**config.mk**
```make
export PLATFORM = sky130hd
export DESIGN_NAME = uart_tx_arbiter_flat
export DESIGN_NICKNAME = d
export VERILOG_FILES = /design/src/rtl/uart_tx_arbiter_pkg.sv /design/src/rtl/uart_tx_arbiter_if.sv /design/src/rtl/uart_tx_arbiter_rr_pick.sv /design/src/rtl/uart_tx_arbiter.sv /design/src/flat_wrapper.sv
export SDC_FILE = /design/constraint.sdc
export NUM_CORES = 1
export LEC_CHECK = 0
export CAP_MARGIN = 20
export CORE_MARGIN = 4
export CORE_UTILIZATION = 33
export CTS_CLUSTER_DIAMETER = 120
export DETAILED_ROUTE_END_ITERATION = 8
export PLACE_DENSITY = 0.8
export SYNTH_ARGS = -nofsm -noshare
export SYNTH_HDL_FRONTEND = slang
export SYNTH_SLANG_ARGS = --single-unit
export TNS_END_PERCENT = 10
```
**constraint.sdc**
```tcl
create_clock -name Clock -period 2.35 [get_ports Clock]
set_input_delay 0.47 -clock Clock [delete_from_list [all_inputs] [get_ports Clock]]
set_output_delay 0.47 -clock Clock [all_outputs]
set_load 0.02 [all_outputs]
```
**src/rtl/uart_tx_arbiter_pkg.sv**
```systemverilog
// Shared constants for the UART transmit arbiter: FSM encodings, log2 helper, default burst limit.
package uart_tx_arbiter_pkg;

    localparam logic [0:0] ARB_IDLE   = 1'b0;
    localparam logic [0:0] ARB_LOCKED = 1'b1;

    localparam int unsigned MAX_BURST_DEFAULT = 64;

    // Ceiling log2; callers guarantee value >= 2.
    function automatic int unsigned clog2(input int unsigned value);
        int unsigned result;
        int unsigned v;
        result = 0;
        v = value - 1;
        while (v > 0) begin
            result++;
            v = v >> 1;
        end
        return result;
    endfunction

endpackage

```
**src/rtl/uart_tx_arbiter_if.sv**
```systemverilog
// Requester/transmitter bundle of the UART transmit arbiter; slave = arbiter side, master = environment side.
interface uart_tx_arbiter_if
    import uart_tx_arbiter_pkg::*;
#(
    parameter int unsigned NumPorts = 4
);
    localparam int unsigned PortIdxWidth = clog2(NumPorts);

    logic [8*NumPorts-1:0]   ReqData;
    logic [NumPorts-1:0]     ReqValid;
    logic [NumPorts-1:0]     ReqLast;
    logic [NumPorts-1:0]     ReqReady;
    logic [7:0]              TxData;
    logic                    TxValid;
    logic                    TxReady;
    logic                    GrantValid;
    logic [PortIdxWidth-1:0] GrantIdx;

    modport slave (
        input  ReqData, ReqValid, ReqLast, TxReady,
        output ReqReady, TxData, TxValid, GrantValid, GrantIdx
    );

    modport master (
        output ReqData, ReqValid, ReqLast, TxReady,
        input  ReqReady, TxData, TxValid, GrantValid, GrantIdx
    );

endinterface

```
**src/rtl/uart_tx_arbiter_rr_pick.sv**
```systemverilog
// Round-robin picker: rotate requests by the pointer, priority-encode, rotate the index back.
module uart_tx_arbiter_rr_pick
    import uart_tx_arbiter_pkg::*;
#(
    parameter  int unsigned NumPorts     = 4,
    localparam int unsigned PortIdxWidth = clog2(NumPorts)
) (
    input  logic [NumPorts-1:0]     req_i,
    input  logic [PortIdxWidth-1:0] pointer_i,
    output logic [PortIdxWidth-1:0] idx_o,
    output logic                    any_o
);
    localparam logic [PortIdxWidth:0] NUM_PORTS_EXT = (PortIdxWidth+1)'(NumPorts);

    logic [NumPorts-1:0]     rotated;
    logic [PortIdxWidth-1:0] first_idx;

    // Modular add of two indices, both already below NumPorts.
    function automatic logic [PortIdxWidth-1:0] wrap_add(input logic [PortIdxWidth:0] a,
                                                          input logic [PortIdxWidth:0] b);
        logic [PortIdxWidth:0] sum;
        sum = a + b;
        if (sum >= NUM_PORTS_EXT) begin
            sum = sum - NUM_PORTS_EXT;
        end
        return sum[PortIdxWidth-1:0];
    endfunction

    for (genvar gi = 0; gi < NumPorts; gi++) begin : g_rotate
        assign rotated[gi] = req_i[wrap_add((PortIdxWidth+1)'(gi), {1'b0, pointer_i})];
    end

    always_comb begin
        first_idx = '0;
        for (int i = NumPorts - 1; i >= 0; i--) begin
            if (rotated[i]) begin
                first_idx = PortIdxWidth'(i);
            end
        end
    end

    assign any_o = |rotated;
    assign idx_o = wrap_add({1'b0, first_idx}, {1'b0, pointer_i});

endmodule

```
**src/rtl/uart_tx_arbiter.sv**
```systemverilog
// Message-granular round-robin arbiter sharing one UART transmitter among NumPorts byte producers.
// Optional per-grant byte limit enabled by defining UART_ARB_BURST_LIMIT_EN.
module uart_tx_arbiter
    import uart_tx_arbiter_pkg::*;
#(
    parameter int unsigned NumPorts = 4,
    parameter int unsigned MaxBurst = MAX_BURST_DEFAULT
) (
    input logic              Clock,
    input logic              Reset_n,
    uart_tx_arbiter_if.slave arb
);
    localparam int unsigned PortIdxWidth = clog2(NumPorts);
    localparam logic [PortIdxWidth-1:0] LAST_PORT = PortIdxWidth'(NumPorts - 1);

    if (NumPorts < 2 || NumPorts > 8 || MaxBurst < 1) begin : g_bad_params
        $error("uart_tx_arbiter: NumPorts must be 2..8 and MaxBurst at least 1");
    end

    logic [0:0]              state_q, state_d;
    logic [PortIdxWidth-1:0] grant_idx_q, grant_idx_d;
    logic [PortIdxWidth-1:0] pointer_q, pointer_d;
    logic [PortIdxWidth-1:0] pick_idx;
    logic                    pick_any;
    logic                    xfer;
    logic                    release_grant;
    logic [NumPorts-1:0]     req_ready;
    logic [7:0]              tx_data;
    logic                    tx_valid;
    logic                    grant_valid;

    uart_tx_arbiter_rr_pick #(
        .NumPorts (NumPorts)
    ) u_rr_pick (
        .req_i     (arb.ReqValid),
        .pointer_i (pointer_q),
        .idx_o     (pick_idx),
        .any_o     (pick_any)
    );

    assign xfer = (state_q == ARB_LOCKED) && arb.ReqValid[grant_idx_q] && arb.TxReady;

`ifdef UART_ARB_BURST_LIMIT_EN
    localparam int unsigned BurstWidth = clog2(MaxBurst) + 1;

    logic [BurstWidth-1:0] burst_cnt_q, burst_cnt_d;

    // The transfer that brings the count to MaxBurst ends the grant just like Last.
    assign release_grant = xfer && (arb.ReqLast[grant_idx_q] ||
                                    (burst_cnt_q == BurstWidth'(MaxBurst - 1)));

    always_comb begin
        burst_cnt_d = burst_cnt_q;
        if (state_q == ARB_IDLE) begin
            burst_cnt_d = '0;
        end else if (xfer) begin
            burst_cnt_d = burst_cnt_q + 1'b1;
        end
    end

    always_ff @(posedge Clock) begin
        if (!Reset_n) begin
            burst_cnt_q <= '0;
        end else begin
            burst_cnt_q <= burst_cnt_d;
        end
    end
`else
    assign release_grant = xfer && arb.ReqLast[grant_idx_q];
`endif

    always_comb begin
        state_d     = state_q;
        grant_idx_d = grant_idx_q;
        pointer_d   = pointer_q;
        req_ready   = '0;
        tx_data     = '0;
        tx_valid    = 1'b0;
        grant_valid = 1'b0;
        if (state_q == ARB_IDLE) begin
            // Arbitration takes this whole cycle; nothing is forwarded until LOCKED.
            if (pick_any) begin
                grant_idx_d = pick_idx;
                state_d     = ARB_LOCKED;
            end
        end else begin
            tx_data                = arb.ReqData[{grant_idx_q, 3'b000} +: 8];
            tx_valid               = arb.ReqValid[grant_idx_q];
            req_ready[grant_idx_q] = arb.TxReady;
            grant_valid            = 1'b1;
            if (release_grant) begin
                state_d   = ARB_IDLE;
                pointer_d = (grant_idx_q == LAST_PORT) ? '0 : grant_idx_q + 1'b1;
            end
        end
    end

    always_ff @(posedge Clock) begin
        if (!Reset_n) begin
            state_q     <= ARB_IDLE;
            grant_idx_q <= '0;
            pointer_q   <= '0;
        end else begin
            state_q     <= state_d;
            grant_idx_q <= grant_idx_d;
            pointer_q   <= pointer_d;
        end
    end

    assign arb.ReqReady   = req_ready;
    assign arb.TxData     = tx_data;
    assign arb.TxValid    = tx_valid;
    assign arb.GrantValid = grant_valid;
    assign arb.GrantIdx   = grant_idx_q;

endmodule

```
**src/flat_wrapper.sv**
```systemverilog
// flat-port wrapper written by rule: the top's interface ports become plain ports
module uart_tx_arbiter_flat import uart_tx_arbiter_pkg::*;
#(
    parameter int unsigned NumPorts = 4,
    parameter int unsigned MaxBurst = MAX_BURST_DEFAULT
)
  (Clock, Reset_n, arb_ReqData, arb_ReqValid, arb_ReqLast, arb_TxReady, arb_ReqReady, arb_TxData, arb_TxValid, arb_GrantValid, arb_GrantIdx);
  uart_tx_arbiter_if #(.NumPorts(NumPorts)) arb_i ();
  input logic Clock;
  input logic Reset_n;
  input wire logic [$bits(arb_i.ReqData)-1:0] arb_ReqData;
  input wire logic [$bits(arb_i.ReqValid)-1:0] arb_ReqValid;
  input wire logic [$bits(arb_i.ReqLast)-1:0] arb_ReqLast;
  input wire logic [$bits(arb_i.TxReady)-1:0] arb_TxReady;
  output wire logic [$bits(arb_i.ReqReady)-1:0] arb_ReqReady;
  output wire logic [$bits(arb_i.TxData)-1:0] arb_TxData;
  output wire logic [$bits(arb_i.TxValid)-1:0] arb_TxValid;
  output wire logic [$bits(arb_i.GrantValid)-1:0] arb_GrantValid;
  output wire logic [$bits(arb_i.GrantIdx)-1:0] arb_GrantIdx;
  assign arb_i.ReqData = arb_ReqData;
  assign arb_i.ReqValid = arb_ReqValid;
  assign arb_i.ReqLast = arb_ReqLast;
  assign arb_i.TxReady = arb_TxReady;
  assign arb_ReqReady = arb_i.ReqReady;
  assign arb_TxData = arb_i.TxData;
  assign arb_TxValid = arb_i.TxValid;
  assign arb_GrantValid = arb_i.GrantValid;
  assign arb_GrantIdx = arb_i.GrantIdx;
  uart_tx_arbiter #(.NumPorts(NumPorts), .MaxBurst(MaxBurst)) u_core (.Clock(Clock), .Reset_n(Reset_n), .arb(arb_i));
endmodule
```
==> flow_summary.json, run 1 <==
{
  "synth-seq-cells": 5,
  "required_ns": 1.88,
  "max_cap_viol_count": 0,
  "synth_edf_count": 0,
  "netlist_instances": 83,
  "syn-cell-area_um2": 763.2,
  "crit_path_end_kind": "primary output",
  "dieArea_um2": 3146,
  "antenna_left": 0,
  "fp.dieH_um": 56.09,
  "p_leak_uw": 0.0005954,
  "synth_area_per_cell_um2": 9.196,
  "die_width_um": 56.09,
  "powerDensity_nw_per_um2": 340.0,
  "wl_per_cell_um": 13.91,
  "dr.pass1.iters": 4,
  "synth_top_area_share_pct": 29.51,
  "grt-ovfl-total": 0,
  "nets": 196,
  "ioPinCount": 59,
  "grtUsageTotal_pct": 16.48,
  "endpoint": "arb_TxData[6]",
  "numCtsBuffers": 3,
  "slew_viol_final": 0,
  "tns_ns": 0,
  "whs_ns": 0.5433,
  "crit_path_top_delay_cell": "mux4_2",
  "reg2reg_to": "u_core.arb.GrantIdx[1]",
  "core-area_um2": 2212,
  "r2r_setup_slack_ns": 0.62,
  "rsz0062_at_grt": "no",
  "finalHoldViolCount": 0,
  "nFillCells": 201,
  "cp_cell_sequence": "clkdlybuf4s50_1 > mux4_2 > and2_1 > dlygate4sd2_1",
  "ir_drop_mv": 0.2494,
  "relSlewSlack_pct": 66.89,
  "htree_levels": 1,
  "status": "complete, no violations",
  "grt_pass1_vias": 945,
  "crit_start": "arb_ReqData[30]",
  "grt_pass1_wl_um": 4257,
  "port_buffers": 58,
  "clock_latency_ns": 0.25,
  "ys_seq_area_share_pct": 13.11,
  "gp_congestion": 0.8347,
  "cp.depth": 4,
  "drive_gt1_share_pct": 17.01,
  "yosys_warnings": 0,
  "ys_top_cells_by_count": "mux4_2 (10), nand2_1 (10), nor2_1 (10), and2_1 (9)",
  "diodes": 0,
  "reg2reg_from": "u_core.pointer_q[0]",
  "hold_path.class": "reg -> reg",
  "arrival_ns": 1.82,
  "critPathMaxStageDelay_ns": 0.47,
  "finalClockSkew_ns": 0.008226,
  "rows": 17,
  "fmax_ghz": 0.4365,
  "critPathKind": "in -> out",
  "async_flop_share_pct": 0,
  "synth_cell_types": 26,
  "final_area_um2": 1415,
  "clk_pin_slew_ns": 0.04,
  "synthFlopType": "dfxtp_1",
  "drtIter0Drc": 11,
  "start_util_pct": 34.50,
  "drt_wl_total_um": 2434,
  "register_area_um2": 100.1,
  "synth.area.top_cells": "mux4_2 (30%), dfxtp_1 (13%), ha_1 (8.2%)",
  "clock-sinks": 5,
  "multi_input_area_um2": 605.6,
  "cts_hold_buf": 0,
  "grt_max_degree": 18,
  "final.period_utilization_pct": 97.48,
  "setup_viol": 0,
  "viasPerCell": 5.120,
  "tightest_slew_ns": 0.4959,
  "cp_max_fo": 1,
  "min_period_ns": 2.291,
  "vias": 896,
  "antenna_found_initial": 0,
  "drc": 0,
  "cts-root-buf": "clkbuf_4",
  "cp-start-kind": "input port",
  "hpwl_um": 2042,
  "cts_buffer_depth": 2,
  "critPathBufInv": 2,
  "post-cts-setup-buffers": 0,
  "syn_to_final_growth_pct": 85.41,
  "reg2regPathDepth": 7,
  "dpl_cell_area_um2": 1404,
  "cts_tree": "done",
  "cp_top_family": "buffers and inverters",
  "yosysTopAreaCell": "mux4_2",
  "syn_nets": 131,
  "post_cts_resized": 10
}
==> final cells by class <==
type / instances / area share, %
tap: 28 / 2.476
inverter: 4 / 1.061
timing repair buffer: 67 / 44.74
sequential: 5 / 7.073
multi-input combinational: 67 / 42.79
clock buffer: 4 / 1.857
==> cell usage in the layout, fill, tap and decap left out, drive strengths merged <==
cell type      synthesis  layout
a211oi                 1       1
a21oi                  2       2
and2                   9       9
and3                   4       4
buf                    5       9
clkbuf                 2       5
clkdlybuf4s50          0      49
dfxtp                  5       5
dlygate4sd2            0       8
ha                     5       5
inv                    4       4
mux2i                  3       3
mux4                  11      11
nand2                 10      10
nand3                  3       3
nor2                  11      11
nor3                   1       1
nor4                   1       1
o21ai                  1       1
o221a                  1       1
o221ai                 1       1
o311a                  1       1
or3                    1       1
xor2                   1       1
==> sequential cells by signal, summed over array words and instances, names as in the netlist <==
name and cells:
u_core.arb.GrantIdx 2, u_core.pointer_q 2, u_core.state_q 1
==> kinds of logic (layout without fill, tap and decap cells) <==
| group | Yosys count | in the layout | synth area share, % |
|---|---|---|---|
| compound gates | 7 | 7 | 6.885 |
| buf+inv | 11 | 75 | 7.540 |
| flops | 5 | 5 | 13.12 |
| simple gates | 40 | 40 | 26.23 |
| xor+xnor | 1 | 1 | 1.148 |
| fa+ha+maj | 5 | 5 | 8.197 |
| mux | 14 | 14 | 36.89 |
==> how the worst min path moves through the flow <==
stage / endpoint / slack, ns / from / cells past startpoint
final: u_core.pointer_q[1] / 0.54 / u_core.pointer_q[1] / 2
after global routing: u_core.pointer_q[1] / 0.59 / u_core.pointer_q[1] / 2
after CTS: u_core.pointer_q[1] / 0.55 / u_core.pointer_q[1] / 2
after detailed placement: u_core.pointer_q[1] / 0.54 / u_core.pointer_q[1] / 2
after global placement: u_core.pointer_q[1] / 0.53 / u_core.pointer_q[1] / 2
after floorplan: u_core.pointer_q[1] / 0.49 / u_core.pointer_q[1] / 2
==> through the flow <==
step | total power, uW | cells | util (%) | setup WS, ns
2_1_floorplan | 246.7 | 83 | - | 0.3355
3_3_place_gp | 388.1 | 171 | 63.46 | -0.1884
3_5_place_dp | 395.1 | 171 | 63.46 | -0.2327
4_1_cts | 488.0 | 175 | 64.20 | 0.01838
5_1_grt | 517.1 | 175 | 63.97 | 0.006354
6_report | 481.2 | 175 | 63.97 | 0.05917
==> layer usage <==
layer	wire length, um	share of wire [%]	global-route usage, %
met3	289	12	5.336
met5	0	0	0
met4	19	0.78	5.424
met2	1183	49	28.05
met1	941	39	19.35
==> worst min-delay path: stages (launching register included) <==
cell and delay [ns]:
dfxtp_1 0.36, nand2_1 0.08, mux2i_1 0.06
==> where the power goes <==
group          internal [uW]  switching [uW]  total [uW]
registers               91.5            12.2         104
logic                    167             108         275
clock network           64.3            37.8         102
Note: power is estimated with default switching activity, not from simulation.
==> run 2, diff against run 1 <==
- CORE_UTILIZATION: 33 -> 34
- PLACE_DENSITY: 0.8 -> 0.81
- SYNTH_HIERARCHICAL: unset -> 1
==> flow_summary.json, run 2 <==
{
  "status": "complete, no violations",
  "register_area_um2": 100.1,
  "htree_levels": 1,
  "required_ns": 1.88,
  "slew_viol_final": 0,
  "yosysTopAreaCell": "mux4_2",
  "clock-sinks": 5,
  "grt_pass1_vias": 908,
  "fp.dieH_um": 55.92,
  "synth.area.top_cells": "mux4_2 (17%), dfxtp_1 (13%), ha_1 (8.0%)",
  "netlist_instances": 86,
  "synth_area_per_cell_um2": 9.078,
  "multi_input_area_um2": 648.1,
  "grt-ovfl-total": 0,
  "final_util_pct": 66.82,
  "grt_max_degree": 19,
  "min_period_ns": 2.306,
  "die_width_um": 55.92,
  "rsz0062_at_grt": "no",
  "antenna_left": 0,
  "yosys_warnings": 6,
  "synth_top_area_share_pct": 17.31,
  "hold_path.class": "reg -> reg",
  "ir_drop_mv": 0.2909,
  "max_cap_viol_count": 0,
  "synth-simple-area-share_pct": 27.72,
  "cp_cell_sequence": "clkdlybuf4s50_1 > mux4_2 > and2_1 > dlygate4sd2_1",
  "powerDensity_nw_per_um2": 306.8,
  "crit_path_end_kind": "primary output",
  "drive_gt1_share_pct": 15.03,
  "synth_compound_area_share_pct": 12.66,
  "cts-root-buf": "clkbuf_4",
  "synthAdderAreaFrac_pct": 8.013,
  "vias": 930,
  "dr.pass1.iters": 4,
  "dieArea_um2": 3127,
  "grt_pass1_wl_um": 4284,
  "clk_pin_slew_ns": 0.04,
  "synth_xor_area_share_pct": 2.244,
  "whs_ns": 0.5753,
  "final.period_utilization_pct": 98.12,
  "synthFlopType": "dfxtp_1",
  "syn-cell-area_um2": 780.7,
  "ioPinCount": 59,
  "setup_viol": 0,
  "syn_nets": 134,
  "start_util_pct": 35.64,
  "drtIter0Drc": 18,
  "antenna_found_initial": 0,
  "cts_hold_buf": 0,
  "hpwl_um": 2185,
  "nets": 202,
  "critPathMaxStageDelay_ns": 0.48,
  "rows": 17,
  "clock_latency_ns": 0.25,
  "finalHoldViolCount": 0,
  "port_buffers": 58,
  "tightest_slew_ns": 0.4942,
  "arrival_ns": 1.84,
  "synth-seq-cells": 5,
  "wl_per_cell_um": 14.85,
  "drc": 0,
  "ys_seq_area_share_pct": 12.82,
  "cp_max_fo": 1,
  "cts_buffer_depth": 2,
  "cp_top_family": "buffers and inverters",
  "synth_cell_types": 31,
  "crit_path_top_delay_cell": "mux4_2",
  "viasPerCell": 5.138,
  "diodes": 0,
  "finalClockSkew_ns": 0.004346,
  "gp_congestion": 0.8701,
  "power.total_uw": 449.1,
  "cts_tree": "done",
  "synth_most_common_cell": "nand2_1",
  "nFillCells": 179,
  "critPathKind": "in -> out",
  "ys_top_cells_by_count": "nand2_1 (11), and2_1 (8), mux4_2 (6), nor2_1 (6)",
  "cp-start-kind": "input port",
  "p_leak_uw": 0.0005964,
  "drt_wl_total_um": 2688,
  "relSlewSlack_pct": 67.01,
  "syn_to_final_growth_pct": 87.50,
  "critPathBufInv": 2,
  "layout_commonest_cell": "clkdlybuf4s50_1",
  "grtUsageTotal_pct": 16.79,
  "synth_top_family_by_area": "multiplexers",
  "post-cts-setup-buffers": 0,
  "final_cell_mix": "clkdlybuf4s50_1 (49), nand2_1 (11), buf_4 (8), and2_1 (8), dlygate4sd2_1 (7)",
  "synth_edf_count": 0,
  "fmax_ghz": 0.4337,
  "numCtsBuffers": 3,
  "core-area_um2": 2191,
  "async_flop_share_pct": 0,
  "muxShareOfSynthArea_pct": 32.37
}
[run 2: changes by cell type in the layout (fill, tap and decap cells not counted), sizes merged, moves of 2 or more]
cell	delta
nor2	-5
nor2b	+5
mux4	-3
a21oi	+2
inv	-2
mux2i	+2
xnor2	+2
[run 2: worst paths after layout]
check                                    startpoint                      to  slack [ns]  cells after the start
worst max register to register  u_core/pointer_q[1]  u_core/arb.GrantIdx[1]        0.58                      9
worst min-delay path            u_core/pointer_q[0]     u_core/pointer_q[0]        0.58                      2
worst min register to register  u_core/pointer_q[0]     u_core/pointer_q[0]        0.58                      2
worst max-delay path                arb_ReqData[25]           arb_TxData[1]        0.04                      4
[run 2: what timing repair did]
item / in CTS / in global routing
resized for setup: 9 / 3
setup endpoints to repair: 9 / 2
endpoints found under the hold margin: 0 / 0
[run 2: per-stage QoR]
stage | setup WS, ns | setup TNS (ns) | cells | area (um^2)
5_1_grt | 0.01776 | 0 | 181 | 1464
3_3_place_gp | -0.1648 | -1.161 | 177 | 1451
2_1_floorplan | 0.4361 | 0 | 86 | 780.7
3_5_place_dp | -0.2219 | -1.389 | 177 | 1451
6_report | 0.04417 | 0 | 181 | 1464
4_1_cts | 0.005648 | 0 | 181 | 1466
[run 2: routing by layer]
| metal | track usage (%) | up-vias | wire (um) |
|---|---|---|---|
| li1 | - | 451 | - |
| met2 | 27.87 | 48 | 1259 |
| met5 | 0 | - | 0 |
| met3 | 3.944 | 2 | 216 |
| met1 | 21.56 | 429 | 1195 |
| met4 | 5.085 | 0 | 16 |
[run 2: cell families after synthesis]
logic type,after synthesis
compound gates,13
xor+xnor,2
flops,5
fa+ha+maj,5
buf+inv,6
simple gates,41
mux,14
[run 2: final cells by class]
class / count / share of cell area (%)
sequential: 5 / 6.838
tap: 28 / 2.393
clock buffer: 4 / 1.795
inverter: 2 / 0.5128
multi-input combinational: 75 / 44.27
timing repair buffer: 67 / 44.19
[run 2: where the power goes]
part | internal (uW) | switching, uW | leakage (uW)
Sequential | 90.0 | 8.73 | 0.0000410
Clock | 64.2 | 35.8 | 0.0000150
Combinational | 153 | 97.3 | 0.000540
[run 2: worst reg2reg max path, stage by stage, from the launching register on]
cell       delay, ns
dfxtp_1         0.47
nand2_1         0.10
a21oi_1         0.16
o2bb2ai_1       0.09
o21a_1          0.17
ha_1            0.19
xnor2_1         0.19
xnor2_1         0.14
a21oi_1         0.08
nor2b_1         0.11
==> run 3, diff against run 2 <==
- CAP_MARGIN: 20 -> unset
==> results of run 3 <==
Same layout as run 2: the final DEF is identical, and so are final timing and power.
